`config.mk`:
```
export PLATFORM = sky130hd
export DESIGN_NAME = dsp_accumulator
export DESIGN_NICKNAME = d
export VERILOG_FILES = /design/src/rtl/dsp_acc_pkg.sv /design/src/rtl/dsp_lane_adder.sv /design/src/rtl/dsp_accumulator.sv
export SDC_FILE = /design/constraint.sdc
export NUM_CORES = 1
export LEC_CHECK = 0
export CORE_AREA = 4 4 159 161
export CTS_BUF_LIST = sky130_fd_sc_hd__clkbuf_4 sky130_fd_sc_hd__clkbuf_8
export DETAILED_ROUTE_END_ITERATION = 16
export DIE_AREA = 0 0 163 165
export GPL_TIMING_DRIVEN = 0
export HOLD_SLACK_MARGIN = 0.15
export PLACE_DENSITY = 0.65
export SLEW_MARGIN = 0
export SYNTH_ARGS = -nofsm -noshare
export SYNTH_HDL_FRONTEND = slang
export SYNTH_SLANG_ARGS = --single-unit
```
`constraint.sdc`:
```
create_clock -name clk -period 29.2 [get_ports clk]
set_clock_uncertainty 0.1 [all_clocks]
set_input_delay 2.92 -clock clk [delete_from_list [all_inputs] [get_ports clk]]
set_output_delay 2.92 -clock clk [all_outputs]
set_load 0.005 [all_outputs]
```
`src/rtl/dsp_acc_pkg.sv`:
```
// Shared types and lane geometry for the accumulate stage behind the combined multiplier.
package dsp_acc_pkg;

    localparam int PROD_W = 74;

    localparam logic [1:0] MODE_18X19 = 2'b00;
    localparam logic [1:0] MODE_27X27 = 2'b01;
    localparam logic [1:0] MODE_9X9   = 2'b10;  // bit 0 is don't-care

    localparam int LANES_18X19 = 2;
    localparam int W_18X19     = 37;
    localparam int LANES_27X27 = 1;
    localparam int W_27X27     = 74;
    localparam int LANES_9X9   = 4;
    localparam int W_9X9       = 18;

    typedef struct packed {
        logic [1:0]        mode;
        logic [PROD_W-1:0] prod;
        logic              accum;
        logic              last;
    } beat_t;

    // Bit i set means no carry propagates into bit i (lane LSB positions).
    // In 9x9 mode bit 72 starts the unused two-bit tail.
    function automatic logic [PROD_W-1:0] carry_kill_mask(input logic [1:0] mode);
        logic [PROD_W-1:0] m;
        m = '0;
        if (mode[1]) begin
            for (int l = 0; l <= LANES_9X9; l++) m[l*W_9X9] = 1'b1;
        end else if (mode[0]) begin
            for (int l = 0; l < LANES_27X27; l++) m[l*W_27X27] = 1'b1;
        end else begin
            for (int l = 0; l < LANES_18X19; l++) m[l*W_18X19] = 1'b1;
        end
        return m;
    endfunction

endpackage

```
`src/rtl/dsp_lane_adder.sv`:
```
// Segmented 74-bit adder: carries stop at lane boundaries, optional per-lane saturation.
module dsp_lane_adder
    import dsp_acc_pkg::*;
(
    input  logic [PROD_W-1:0] a,
    input  logic [PROD_W-1:0] b,
    input  logic [1:0]        mode,
    input  logic              sat_en,
    output logic [PROD_W-1:0] sum,
    output logic [3:0]        carry
);

    logic [PROD_W-1:0]      kill;
    logic [PROD_W:0]        kill_ext;
    logic [PROD_W-1:0]      raw;
    logic [PROD_W-1:0][2:0] lane_of;
    logic [2:0]             ln;
    logic                   c;

    always_comb begin
        kill     = carry_kill_mask(mode);
        kill_ext = {1'b1, kill};
        raw      = '0;
        lane_of  = '0;
        carry    = '0;
        sum      = '0;
        ln       = 3'd0;
        c        = 1'b0;
        for (int i = 0; i < PROD_W; i++) begin
            if (kill[i]) begin
                c = 1'b0;
                if (i != 0) ln = ln + 3'd1;
            end
            raw[i]     = a[i] ^ b[i] ^ c;
            c          = (a[i] & b[i]) | (c & (a[i] ^ b[i]));
            lane_of[i] = ln;
            // Lane index 4 is the dead tail in 9x9 mode; its carry is meaningless.
            if (kill_ext[i+1] && ln < 3'd4) carry[ln[1:0]] = c;
        end
        for (int i = 0; i < PROD_W; i++) begin
            if (lane_of[i] == 3'd4)                   sum[i] = 1'b0;
            else if (sat_en && carry[lane_of[i][1:0]]) sum[i] = 1'b1;
            else                                       sum[i] = raw[i];
        end
    end

endmodule

```
`src/rtl/dsp_accumulator.sv`:
```
// Two-register accumulate stage: S0 captures the beat, S1 folds it into the group sum
// and loads the output register when the beat closes the group.
module dsp_accumulator
    import dsp_acc_pkg::*;
#(
    parameter bit SAT_EN = 1'b0
) (
    input  logic              clk,
    input  logic              rst,
    input  logic              in_valid,
    output logic              in_ready,
    input  logic [1:0]        in_mode,
    input  logic [PROD_W-1:0] in_prod,
    input  logic              in_accum,
    input  logic              in_last,
    output logic              out_valid,
    input  logic              out_ready,
    output logic [1:0]        out_mode,
    output logic [PROD_W-1:0] out_result,
    output logic [3:0]        out_ovf,
    output logic              out_mode_err
);

    beat_t             s0_q, s0_d;
    logic              s0_valid_q, s0_valid_d;
    logic [PROD_W-1:0] acc_q, acc_d;
    logic [1:0]        acc_mode_q, acc_mode_d;
    logic [3:0]        ovf_q, ovf_d;
    logic              err_q, err_d;
    logic              open_q, open_d;
    logic              out_valid_q, out_valid_d;
    logic [1:0]        out_mode_q, out_mode_d;
    logic [PROD_W-1:0] out_result_q, out_result_d;
    logic [3:0]        out_ovf_q, out_ovf_d;
    logic              out_err_q, out_err_d;

    logic              stall, start, mismatch;
    logic [PROD_W-1:0] add_a, sum;
    logic [3:0]        lane_carry;

    assign stall    = out_valid_q & ~out_ready;
    assign in_ready = ~stall;

    // A fresh group starts from zero, so the adder's output is just the product.
    assign mismatch = open_q & s0_q.accum & (s0_q.mode != acc_mode_q);
    assign start    = ~open_q | ~s0_q.accum | mismatch;
    assign add_a    = start ? '0 : acc_q;

    dsp_lane_adder u_add (
        .a      (add_a),
        .b      (s0_q.prod),
        .mode   (s0_q.mode),
        .sat_en (SAT_EN),
        .sum    (sum),
        .carry  (lane_carry)
    );

    always_comb begin
        s0_d         = s0_q;
        s0_valid_d   = s0_valid_q;
        acc_d        = acc_q;
        acc_mode_d   = acc_mode_q;
        ovf_d        = ovf_q;
        err_d        = err_q;
        open_d       = open_q;
        out_valid_d  = out_valid_q;
        out_mode_d   = out_mode_q;
        out_result_d = out_result_q;
        out_ovf_d    = out_ovf_q;
        out_err_d    = out_err_q;
        if (!stall) begin
            s0_valid_d = in_valid;
            if (in_valid) s0_d = '{mode: in_mode, prod: in_prod, accum: in_accum, last: in_last};
            if (out_valid_q && out_ready) out_valid_d = 1'b0;
            if (s0_valid_q) begin
                acc_d      = sum;
                acc_mode_d = s0_q.mode;
                ovf_d      = (start ? 4'b0 : ovf_q) | lane_carry;
                err_d      = start ? mismatch : err_q;
                open_d     = ~s0_q.last;
                if (s0_q.last) begin
                    out_valid_d  = 1'b1;
                    out_mode_d   = s0_q.mode;
                    out_result_d = sum;
                    out_ovf_d    = ovf_d;
                    out_err_d    = err_d;
                end
            end
        end
    end

    always_ff @(posedge clk) begin
        if (rst) begin
            s0_q         <= '0;
            s0_valid_q   <= 1'b0;
            acc_q        <= '0;
            acc_mode_q   <= 2'b00;
            ovf_q        <= '0;
            err_q        <= 1'b0;
            open_q       <= 1'b0;
            out_valid_q  <= 1'b0;
            out_mode_q   <= 2'b00;
            out_result_q <= '0;
            out_ovf_q    <= '0;
            out_err_q    <= 1'b0;
        end else begin
            s0_q         <= s0_d;
            s0_valid_q   <= s0_valid_d;
            acc_q        <= acc_d;
            acc_mode_q   <= acc_mode_d;
            ovf_q        <= ovf_d;
            err_q        <= err_d;
            open_q       <= open_d;
            out_valid_q  <= out_valid_d;
            out_mode_q   <= out_mode_d;
            out_result_q <= out_result_d;
            out_ovf_q    <= out_ovf_d;
            out_err_q    <= out_err_d;
        end
    end

    assign out_valid    = out_valid_q;
    assign out_mode     = out_mode_q;
    assign out_result   = out_result_q;
    assign out_ovf      = out_ovf_q;
    assign out_mode_err = out_err_q;

endmodule

```
==> summary.txt <==
status = complete, no violations
Initial Util = 44.2%
Max Clock Freq = 36.6 MHz
switching power share of the total = 24.3%
CTS H-tree lvls = 2
drt wl/cell = 15.9 um
dpl cells = 1,708
worst min path class = reg -> reg
startpoint type of the worst setup path = register
Warnings, synthesis = 0
row cnt = 57
Worst setup EP type = register
RSZ-0062 raised after global routing = no
Worst-Margin Slew = 0.935 ns
Arr. time, crit path = 27.71 ns
hold_buf cts = 0
max-slew violations = 0
CP top delay family = adder cells
adder-cell share of the synthesized area = 13.9%
Slew headroom = 37.7%
IO Port Bufs = 163
gr ovfl total = 0
switching pwr = 174 uW
antenna viol nets, final = 0
Via Count = 8,797
Final Hold Viols = 0
Final period util = 93.7%
Netlist cell types = 32
main combinational cell family by area after synthesis = simple AND/OR/NAND/NOR gates
Power Internal = 542 uW
setup TNS = 0 ns
Area after DPL = 12,600 sq um
Lkg Pwr = 4.90 nW
Root Buffer Master = clkbuf_8
FF+latch count, synth = 243
Clock Sinks = 243
mux cell area share after synthesis = 0.0944%
combinational share of power = 8.6%
area growth from synthesis to layout = 26.8%
Synth Area in XOR/XNOR = 0.165%
pin count of the biggest net entering global routing = 11
CP max-delay cell = fa_1
top cells by area, synth = dfxtp_1, nand2_1, fa_1
Setup Buffers After CTS = 0
most used cell, CP = fa_1
syn_nets = 1,377
drt initial violations = 466
initial antenna violation count = 0
vias in the first global route = 8,741
final WL = 28,200 um
Clock Latency Late Sink = 0.54 ns
critical path class = reg -> reg
post-synthesis simple-gate area fraction = 20.4%
share of layout cells above drive strength 1 = 8.97%
DRT Pass-1 Iters = 5
clock slew at reported path FFs = 0.06 ns
die area = 26,900 sq um
TritonCTS clock tree = built
Finished Layout Cells = 1,774
final instance area = 13,400 sq um
area of the mapped netlist = 10,600 sq um
final setup vio count = 0
Top Ports = 165
cell area power density = 53.3 nW/um^2
number of remaining DRC errors = 0
drt via density = 4.96
Yosys top cell by area = dfxtp_1
GRT Total Usage = 21.0%
WP buf/inv = 9
mean post-synth cell area = 8.68 sq um
Max FO, Critical Path = 10
sequential power share = 48.9%
Critical Path RT = 29.56 ns
first-pass GRT wire length = 45,000 um
crit-path max cell delay = 0.42 ns
CTS buffer count = 41
min Tclk post-route = 27.35 ns
Peak supply drop = 0.0000225 V
Post-CTS Resized = 0
worst hold slack = 0.350 ns
maxcap violations = 0
Power Total = 716 uW
compound-cell area share of the yosys netlist = 14.0%
post-DP HPWL = 20,700 um
core area = 24,000 sq um
Clock power frac = 42.4%
r2r setup slk = 1.85 ns
post-synth top area share = 45.9%
# nets final = 1,583
Syn Inst Count = 1,221
Die H = 165 um
register area share after synthesis = 45.9%
Longest Clk Path Bufs = 3
Die X = 163 um
final RePlAce weighted congestion = 0.824
cell families (layout without fill, tap and decap cells):
| family | after synthesis | in the layout |
|---|---|---|
| buffers and inverters | 123 | 351 |
| adder cells (fa/ha/maj) | 74 | 74 |
| multiplexers | 1 | 1 |
| AND/OR/NAND/NOR | 527 | 527 |
| XOR/XNOR | 2 | 2 |
| other | 0 | 1 |
| flip-flops | 243 | 243 |
| AO/OA/AOI/OAI | 251 | 251 |
final cells by class:
cell class	instances	area (sq um)
Timing Repair Buffer	163	1630
Buffer	92	470
Sequential cell	243	4860
Multi-Input combinational cell	855	5150
Clock inverter	5	52.6
Antenna cell	1	2.50
Tap cell	324	405
Fill cell	2290	10500
Inverter	31	116
Clock buffer	60	751
registers in the layout, summed over array words and instances, names as in the netlist:
register      count
s0_valid_q        1
out_mode          2
out_ovf           4
acc_mode_q        2
out_result       74
err_q             1
acc_q            74
out_valid         1
open_q            1
out_mode_err      1
ovf_q             4
s0_q             78
final timing paths:
kind,start,to,depth (start not counted)
setup / recovery,s0_q[76],acc_q[73],94
hold / removal,acc_q[5],acc_q[5],2
setup reg to reg,s0_q[76],acc_q[73],94
hold reg to reg,acc_q[5],acc_q[5],2
cells in the final DEF, fill, tap and decap left out, types with 4 or more instances in the layout:
cell | Yosys | routed
clkbuf_8 | 0 | 48
inv_1 | 31 | 31
dfxtp_1 | 243 | 243
clkdlybuf4s50_1 | 0 | 163
buf_2 | 23 | 23
clkbuf_2 | 5 | 5
buf_4 | 6 | 6
nand2_1 | 403 | 403
a21oi_1 | 192 | 192
fa_1 | 73 | 73
and2_1 | 54 | 54
nor2_1 | 54 | 54
a211oi_1 | 27 | 27
a211oi_2 | 20 | 20
buf_6 | 9 | 9
clkbuf_1 | 49 | 49
o21ai_0 | 4 | 4
clkbuf_4 | 0 | 12
nor3_1 | 5 | 5
cells in the mapped netlist (all sizes together):
cell type,instances
nand2,403
dfxtp,243
a21oi,192
fa,73
and2,54
clkbuf,54
nor2,54
a211oi,47
buf,38
inv,31
nor3,6
o21ai,6
nand2b,3
nand3,2
nand3b,2
nor2b,2
xor2,2
a21boi,1
a221oi,1
a31oi,1
ha,1
mux2i,1
o22ai,1
o31ai,1
o41ai,1
or2,1
worst register-to-register path: cells and delay by family (launching register included):
family / cells / cell delay, ns
flip-flops: 1 / 0.30
buffers and inverters: 9 / 0.94
adder cells (fa/ha/maj): 74 / 24.49
AO/OA/AOI/OAI: 1 / 0.13
XOR/XNOR: 1 / 0.29
AND/OR/NAND/NOR: 9 / 1.03
power groups by stage:
stage          combinational [mW]  sequential [mW]  clock (mW)
3_3_place_gp               0.0612            0.357           0
2_1_floorplan              0.0350            0.356           0
6_report                   0.0619            0.351       0.304
4_1_cts                    0.0623            0.351       0.310
5_1_grt                    0.0689            0.352       0.324
3_5_place_dp               0.0621            0.358           0
stage by stage:
step,util (%),worst slack [ns]
floorplan,-,3.95
global placement,52.7,2.20
detailed placement,52.7,2.11
CTS,56.1,1.87
global route,56.1,0.734
finish,56.1,1.85
layer usage:
layer,GRT usage [%],routed length (um)
met1,28.2,12500
met2,34.3,13300
met3,4.79,1850
met4,5.95,571
met5,0,0
(Power assumes the default switching activity.)
